`src/rtl/aes_job_launcher.sv`:
```
// Periph-bus master that runs one AES HWPE job: acquire a context, program the job
// registers, trigger, wait for the end-of-job event, then read back the status word.
module aes_job_launcher #(
  parameter int unsigned          ID_WIDTH      = 10,
  parameter logic [ID_WIDTH-1:0]  MASTER_ID     = '0,
  parameter int unsigned          N_JOB_REGS    = 8,
  parameter logic [31:0]          BASE_ADDR     = 32'h0,
  parameter logic [31:0]          TRIGGER_OFFS  = 32'h00,
  parameter logic [31:0]          ACQUIRE_OFFS  = 32'h04,
  parameter logic [31:0]          STATUS_OFFS   = 32'h0C,
  parameter logic [31:0]          JOB_OFFS      = 32'h40,
  parameter int unsigned          MAX_ACQ_RETRY = 16
) (
  input  logic                         clk_i,
  input  logic                         rst_ni,
  input  logic                         start_i,
  input  logic [N_JOB_REGS-1:0][31:0]  job_regs_i,
  input  logic                         evt_i,
  output logic                         ready_o,
  output logic                         done_o,
  output logic                         error_o,
  output logic [7:0]                   job_id_o,
  output logic [31:0]                  status_o,
  output logic [3:0]                   state_o,
  output logic                         periph_req,
  output logic [31:0]                  periph_add,
  output logic                         periph_wen,
  output logic [3:0]                   periph_be,
  output logic [31:0]                  periph_data,
  output logic [ID_WIDTH-1:0]          periph_id,
  input  logic                         periph_gnt,
  input  logic [31:0]                  periph_r_data,
  input  logic                         periph_r_valid,
  input  logic [ID_WIDTH-1:0]          periph_r_id
);

  // Handshake: a request is held (req=1, fields frozen) until a cycle with gnt=1;
  // the single outstanding response completes on r_valid=1 with r_id=MASTER_ID.
  typedef enum logic [3:0] {
    IDLE, ACQ_REQ, ACQ_RSP, CFG_REQ, CFG_RSP, TRG_REQ, TRG_RSP, WAIT_EVT, STS_REQ, STS_RSP
  } state_t;

  localparam int unsigned IDX_W = (N_JOB_REGS > 1) ? $clog2(N_JOB_REGS) : 1;
  localparam int unsigned RTY_W = $clog2(MAX_ACQ_RETRY + 1);
  localparam logic [IDX_W-1:0] LAST_IDX = IDX_W'(N_JOB_REGS - 1);
  localparam logic [RTY_W-1:0] RTY_MAX  = RTY_W'(MAX_ACQ_RETRY);
  localparam logic [31:0] ACQ_ADDR = BASE_ADDR + ACQUIRE_OFFS;
  localparam logic [31:0] TRG_ADDR = BASE_ADDR + TRIGGER_OFFS;
  localparam logic [31:0] STS_ADDR = BASE_ADDR + STATUS_OFFS;
  localparam logic [31:0] JOB_ADDR = BASE_ADDR + JOB_OFFS;

  state_t                        state;
  logic [N_JOB_REGS-1:0][31:0]   regs;
  logic [IDX_W-1:0]              idx;
  logic [RTY_W-1:0]              retry;
  logic                          evt_flag;
  logic                          rsp_ok;

  assign rsp_ok  = periph_r_valid && (periph_r_id == MASTER_ID);
  assign ready_o = (state == IDLE);
  assign state_o = state;

  always_ff @(posedge clk_i or negedge rst_ni) begin
    if (!rst_ni) begin
      state       <= IDLE;
      regs        <= '0;
      idx         <= '0;
      retry       <= '0;
      evt_flag    <= 1'b0;
      done_o      <= 1'b0;
      error_o     <= 1'b0;
      job_id_o    <= '0;
      status_o    <= '0;
      periph_req  <= 1'b0;
      periph_add  <= '0;
      periph_wen  <= 1'b0;
      periph_be   <= '0;
      periph_data <= '0;
      periph_id   <= '0;
    end else begin
      done_o  <= 1'b0;
      error_o <= 1'b0;
      // Sticky capture so an event racing the trigger handshake is not lost.
      if (state != IDLE && evt_i) evt_flag <= 1'b1;

      case (state)
        IDLE: begin
          if (start_i) begin
            regs        <= job_regs_i;
            retry       <= '0;
            idx         <= '0;
            evt_flag    <= 1'b0;
            state       <= ACQ_REQ;
            periph_req  <= 1'b1;
            periph_add  <= ACQ_ADDR;
            periph_wen  <= 1'b1;
            periph_be   <= 4'hF;
            periph_id   <= MASTER_ID;
            periph_data <= '0;
          end
        end
        ACQ_REQ, CFG_REQ, TRG_REQ, STS_REQ: begin
          if (periph_gnt) begin
            periph_req <= 1'b0;
            case (state)
              ACQ_REQ: state <= ACQ_RSP;
              CFG_REQ: state <= CFG_RSP;
              TRG_REQ: state <= TRG_RSP;
              default: state <= STS_RSP;
            endcase
          end
        end
        ACQ_RSP: begin
          if (rsp_ok) begin
            if (periph_r_data[31]) begin
              if (retry + 1'b1 == RTY_MAX) begin
                error_o <= 1'b1;
                state   <= IDLE;
              end else begin
                retry      <= retry + 1'b1;
                evt_flag   <= 1'b0;
                state      <= ACQ_REQ;
                periph_req <= 1'b1;
              end
            end else begin
              job_id_o    <= periph_r_data[7:0];
              idx         <= '0;
              state       <= CFG_REQ;
              periph_req  <= 1'b1;
              periph_add  <= JOB_ADDR;
              periph_wen  <= 1'b0;
              periph_data <= regs[0];
            end
          end
        end
        CFG_RSP: begin
          if (rsp_ok) begin
            periph_req <= 1'b1;
            if (idx == LAST_IDX) begin
              state       <= TRG_REQ;
              periph_add  <= TRG_ADDR;
              periph_data <= '0;
            end else begin
              idx         <= idx + 1'b1;
              state       <= CFG_REQ;
              periph_add  <= JOB_ADDR + ((32'(idx) + 32'd1) << 2);
              periph_data <= regs[idx + 1'b1];
            end
          end
        end
        TRG_RSP: begin
          if (rsp_ok) state <= WAIT_EVT;
        end
        WAIT_EVT: begin
          if (evt_flag || evt_i) begin
            state       <= STS_REQ;
            periph_req  <= 1'b1;
            periph_add  <= STS_ADDR;
            periph_wen  <= 1'b1;
            periph_data <= '0;
          end
        end
        STS_RSP: begin
          if (rsp_ok) begin
            status_o <= periph_r_data;
            done_o   <= 1'b1;
            state    <= IDLE;
          end
        end
        default: state <= IDLE;
      endcase
    end
  end

endmodule
```
`config.mk`:
```
export PLATFORM = sky130hd
export DESIGN_NAME = aes_job_launcher
export DESIGN_NICKNAME = d
export VERILOG_FILES = /design/src/rtl/aes_job_launcher.sv
export SDC_FILE = /design/constraint.sdc
export NUM_CORES = 1
export LEC_CHECK = 0
export CAP_MARGIN = 20
export CORE_MARGIN = 2
export CORE_UTILIZATION = 49
export DETAILED_ROUTE_END_ITERATION = 10
export HOLD_SLACK_MARGIN = 0.06
export PLACE_DENSITY = 0.84
export SYNTH_ARGS = -nofsm -noshare
export SYNTH_HDL_FRONTEND = slang
export SYNTH_SLANG_ARGS = --single-unit
export TNS_END_PERCENT = 50
```
`constraint.sdc`:
```
create_clock -name clk_i -period 3.3 [get_ports clk_i]
set_input_delay 0.66 -clock clk_i [delete_from_list [all_inputs] [get_ports clk_i]]
set_output_delay 0.66 -clock clk_i [all_outputs]
set_load 0.005 [all_outputs]
```
==> results of run 1 <==
-- final timing paths --
path | to | cells after the start
setup reg to reg | regs[178] | 6
max in group asynchronous | regs[247] | 2
min in group clk_i | regs[232] | 1
setup / recovery | ready_o | 3
hold / removal | regs[111] | 1
hold reg to reg | regs[232] | 1
-- metrics by stage --
| step | util, % | hold WS (ps) |
|---|---|---|
| finish | 67.1 | 147 |
| global route | 67.1 | 177 |
| CTS | 67.1 | 166 |
| detailed placement | 63.2 | 487 |
| global placement | 63.2 | 482 |
| floorplan | - | 364 |
-- layout make-up --
cell class	instances	area, um2	share of cell area, %
Tap cell	442	553	2.53
Inverter	11	41.3	0.189
Multi-Input combinational cell	654	6880	31.5
Sequential cell	351	8790	40.3
Clock buffer	56	1110	5.09
Timing Repair Buffer	423	4300	19.7
Clock inverter	11	146	0.671
Antenna cell	2	5.00	0.0229
-- kinds of logic after synthesis --
kind of cell	after synthesis	share of synthesized area (%)
multiplexers	399	32.9
flip-flops	351	54.4
AND/OR/NAND/NOR	138	4.53
buffers and inverters	119	4.17
AO/OA/AOI/OAI	75	3.62
adder cells (fa/ha/maj)	4	0.310
other	1	0.0232
XOR/XNOR	1	0.0542
-- cells in the final DEF (no fill, tap or decap), drive strengths merged, types with 3 or more instances in the layout --
cell type      netlist  layout
clkbuf              21      56
nor3b                5       5
nor2b                3       3
buf                 87      31
bufinv               0       3
mux4                64      64
clkdlybuf4s50        0     392
conb                 1      37
inv                 11      14
a22o                 3       3
a22oi               32      32
clkinv               0       3
o21ai                7       7
dfrtp              351     351
nor3                 9       9
nand2               76      76
ha                   4       4
nand2b               4       4
nand4                3       3
a211oi               4       4
a21oi                5       5
nand3                7       7
a31o                 3       3
nor2                16      16
nor4b                4       4
mux2               333     333
-- worst max-delay path, cell delays in order (launching register included) --
cell and delay [ps]:
dfrtp_1 580, or4_4 640, inv_2 140, clkdlybuf4s50_1 530
-- state kept, by name, indices dropped and copies added, names as in the netlist, 3 cells and up --
| name | cells |
|---|---|
| state_o | 4 |
| idx | 3 |
| regs | 256 |
| periph_data | 32 |
| status_o | 32 |
| job_id_o | 8 |
| retry | 5 |
| periph_add | 5 |
-- routing by layer --
metal | vias up | wire length [um] | global-route usage, %
li1 | 4714 | - | -
met4 | 10 | 1090 | 7.28
met2 | 401 | 21400 | 42.7
met5 | - | 58 | 0
met1 | 5328 | 15700 | 28.5
met3 | 73 | 3260 | 6.71
-- power groups by stage --
stage | registers [mW] | clock network, mW | logic, mW
6_report | 7.10 | 4.27 | 5.32
3_5_place_dp | 7.14 | 0 | 5.34
2_1_floorplan | 6.72 | 0 | 3.99
3_3_place_gp | 7.02 | 0 | 5.16
4_1_cts | 7.09 | 4.37 | 5.38
5_1_grt | 7.30 | 4.54 | 5.75
==> out/qor.txt, run 1 <==
Fmax: 326 MHz
total power: 16.7 mW
Mean Syn Cell Area: 14.8 um2
Layout Skew: 9.06 ps
min cycle time layout: 3060 ps
Clk Tree Root Cell: clkbuf_16
GR Util All Layers: 24.1%
largest net degree at the start of global routing: 93
Placed Cells: 1881
Fillers: 2266
number of buffers created by CTS: 39
Critical Path RT: 2640 ps
Async S/R FF share, synth: 100%
power density cells: 765 nW/um2
drt first pass iters: 5
Final Max Tran Viols: 0
I/O pin count: 431
initial antenna violation count: 6
clock sink total: 351
worst skew pair latency: 520 ps
Clock power frac: 25.6%
leakage: 9.37 nW
Slew @ Worst Pin: 664 ps
CTS clock-pin slew for the worst setup and hold paths: 60 ps
Max Cap Violations: 0
Slew HR: 55.7%
DR iter-0 viols: 505
Tcrit/Tclk final: 92.8%
num rows: 66
EDFF count, synth: 0
Core Box Area: 32500 um2
CP endpoint kind: output pin
chip height: 186 um
Final Wtd Congestion: 0.924
arrival time of the worst setup path: 2400 ps
Die W: 186 um
Yosys Warn Count: 0
drt drc: 0
Avg WL per Cell: 21.2 um
area growth from synthesis to layout: 35.1%
hold_buf cts: 0
Post-DRT Antenna Nets: 0
top_reg_cell synth: dfrtp_1
final setup margin: 236 ps
post-synth top area share: 54.4%
Detailed Place HPWL: 29200 um
count leader, synth: dfrtp_1
min-delay worst type: primary input to asynchronous set/reset pin
register area share after synthesis: 54.4%
Area after DPL: 20600 um2
number of global-route vias before repair: 11300
routed vias/inst: 5.40
drt total wl: 41400 um
largest cells by area after synthesis: dfrtp_1 (54%), mux2_2 (21%), mux4_2 (8.9%)
Post-Layout Cell Count: 1950
unrepaired setup endpoints after global routing: false
Mapped Cells: 1088
sw power: 4.76 mW
number of H-tree levels: 2
via count: 10500
setup bufs post-CTS: 0
kind of critical path: flip-flop to output pin
Die ar.: 34400 um2
Seq cells post-synth: 351
Startpoint Class: flip-flop
Clock Tree Buf Depth: 3
dpl ws: 356 ps
Critical Path Source: state_o[1]
R2R setup slack: 770 ps
power share of the sequential group: 42.5%
Nets: 1788
final setup fails: 0
Sum Neg Setup Slack: 0 ps
# resized after CTS: 0
first-pass GRT wire length: 62800 um
synthesized area: 16200 um2
Crit Path Max Fanout: 17
initial cell density of the core: 49.6%
Unique masters post-synth: 64
post-route cell area: 21800 um2
input/output buffers: 393
status: complete, no violations
VDD IR max: 0.527 mV
CTS tree: yes
endpoints failing hold: 0
worst r2r src: state_o[1]
Combinational Power Share: 31.9%
biggest area consumer among synthesized cells: dfrtp_1
internal power: 11.9 mW
grt ovf: 0
layout cells sized above 1: 33.5%
Synth top cells by count: dfrtp_1 (351), mux2_2 (304), nand2_1 (75)
Sw Ratio: 28.5%
No activity file was read; power rests on OpenSTA's default activity.
==> run 2: changes to the inputs <==
REMOVE_ABC_BUFFERS = 1   (was default)
==> run 2 against run 1 <==
Against the previous run:
- wire length barely moved
- cell area down 0.45%
- register-to-register slack got worse by 90 ps
- flip-flop and latch count unchanged
- setup slack lost 75 ps
- sequential share of layout area is 0.18 points higher
- critical path depth stayed put
- clock-buffer cell count is the same
- combinational power about the same
- sequential power about the same
- first-iteration DRC count rose by 27%
- largest power group unchanged
==> out/qor.txt, run 2 (same netlist as run 1, synthesis figures left out) <==
Die W: 186 um
Final Max Tran Viols: 0
total power: 16.6 mW
chip height: 186 um
Die ar.: 34400 um2
sw power: 4.75 mW
dpl ws: 427 ps
status: complete, no violations
Slew @ Worst Pin: 707 ps
leakage: 9.32 nW
largest net degree at the start of global routing: 115
Core Box Area: 32500 um2
I/O pin count: 431
routed vias/inst: 5.44
drt total wl: 41400 um
post-route cell area: 21700 um2
worst hold slack: 150 ps
Layout Skew: 17.5 ps
R2R setup slack: 680 ps
DR iter-0 viols: 639
CP endpoint kind: output pin
Nets: 1783
input/output buffers: 393
final setup fails: 0
Slew HR: 52.9%
Placed Cells: 1877
critical path cell sequence: or4_4 > inv_2 > clkdlybuf4s50_1
max incr delay on CP: 660 ps
number of H-tree levels: 2
largest registers: regs: 256 flops, periph_data: 32 flops, status_o: 32 flops
grt ovf: 0
first-pass GRT wire length: 63300 um
post-layout util: 66.8%
Final Wtd Congestion: 0.897
CP delay by family, top: buffers and inverters
worst r2r src: state_o[3]
drt drc: 0
layout cells sized above 1: 33.2%
GR Util All Layers: 24.1%
setup bufs post-CTS: 0
initial antenna violation count: 3
min cycle time layout: 3140 ps
Tcrit/Tclk final: 95.1%
number of buffers created by CTS: 38
R2R depth: 6
clock sink total: 351
Area after DPL: 20500 um2
Critical Path Source: state_o[1]
Slowest-stage cell, CP: or4_4
Sum Neg Setup Slack: 0 ps
number of global-route vias before repair: 11200
most common cell after layout, fill and taps aside: clkdlybuf4s50_1
Clk Tree Root Cell: clkbuf_16
Clock power frac: 25.0%
drt first pass iters: 5
area growth from synthesis to layout: 34.5%
worst skew pair latency: 520 ps
# resized after CTS: 0
min-delay worst type: primary input to asynchronous set/reset pin
Post-DRT Antenna Nets: 0
Fmax: 319 MHz
Startpoint Class: flip-flop
final setup margin: 162 ps
unrepaired setup endpoints after global routing: false
kind of critical path: flip-flop to output pin
initial cell density of the core: 49.6%
num rows: 66
CTS clock-pin slew for the worst setup and hold paths: 60 ps
hold_buf cts: 0
Detailed Place HPWL: 28700 um
Max Cap Violations: 0
FF/Latch Area: 8790 um2
Clock Tree Buf Depth: 3
Fillers: 2313
arrival time of the worst setup path: 2480 ps
max FFs per register: 256
Critical Path RT: 2640 ps
area of the multi-input gates: 6880 um2
internal power: 11.8 mW
Post-Layout Cell Count: 1944
Crit Path Max Fanout: 18
power share of the sequential group: 43.0%
Avg WL per Cell: 21.3 um
Sw Ratio: 28.6%
buffers and inverters on the worst path: 2
most frequent cells in the layout: clkdlybuf4s50_1 (392), dfrtp_1 (350), mux2_2 (304), nand2_1 (75), mux4_2 (64)
via count: 10600
endpoints failing hold: 0
Biggest register: regs
VDD IR max: 0.571 mV
CTS tree: yes
Combinational Power Share: 32.0%
reg2reg end: periph_data[31]
power density cells: 763 nW/um2
==> run 2: cell count changes in the layout (fill, tap and decap cells not counted) <==
| cell | delta |
|---|---|
| buf_4 | -2 |
| clkinv_2 | +1 |
| buf_12 | -2 |
| inv_6 | -2 |
| bufinv_16 | -1 |
==> run 2: how the worst max path moves through the flow <==
stage | end | slack [ps] | depth (start not counted)
2_1_floorplan | periph_data[10] | -2000 | 5
3_3_place_gp | periph_data[16] | 460 | 7
3_5_place_dp | periph_data[21] | 430 | 7
4_1_cts | ready_o | 160 | 3
5_1_grt | ready_o | 90 | 3
6_report | ready_o | 160 | 3
==> run 2: final cells by class <==
cell class              count  area share, %
diodes                      2         0.0230
multi-input cells         654           31.7
flip-flops and latches    351           40.4
inverters                  11          0.190
well taps                 442           2.55
clock inverters             9          0.478
repair buffers            419           19.5
clock buffers              56           5.11
==> run 2: power by group through the flow <==
stage,sequential [mW],clock [mW],combinational (mW)
5_1_grt,7.33,4.43,5.71
3_3_place_gp,7.02,0,5.12
2_1_floorplan,6.79,0,3.91
6_report,7.13,4.15,5.30
4_1_cts,7.10,4.24,5.34
3_5_place_dp,7.15,0,5.31
==> run 2: metal layers <==
metal,vias to the layer above,track usage (%),part of all wire [%]
met5,-,0,0.027
met4,2,7.18,2.5
met3,77,7.02,8.6
met2,424,42.1,51
met1,5359,29.1,38
li1,4718,-,-
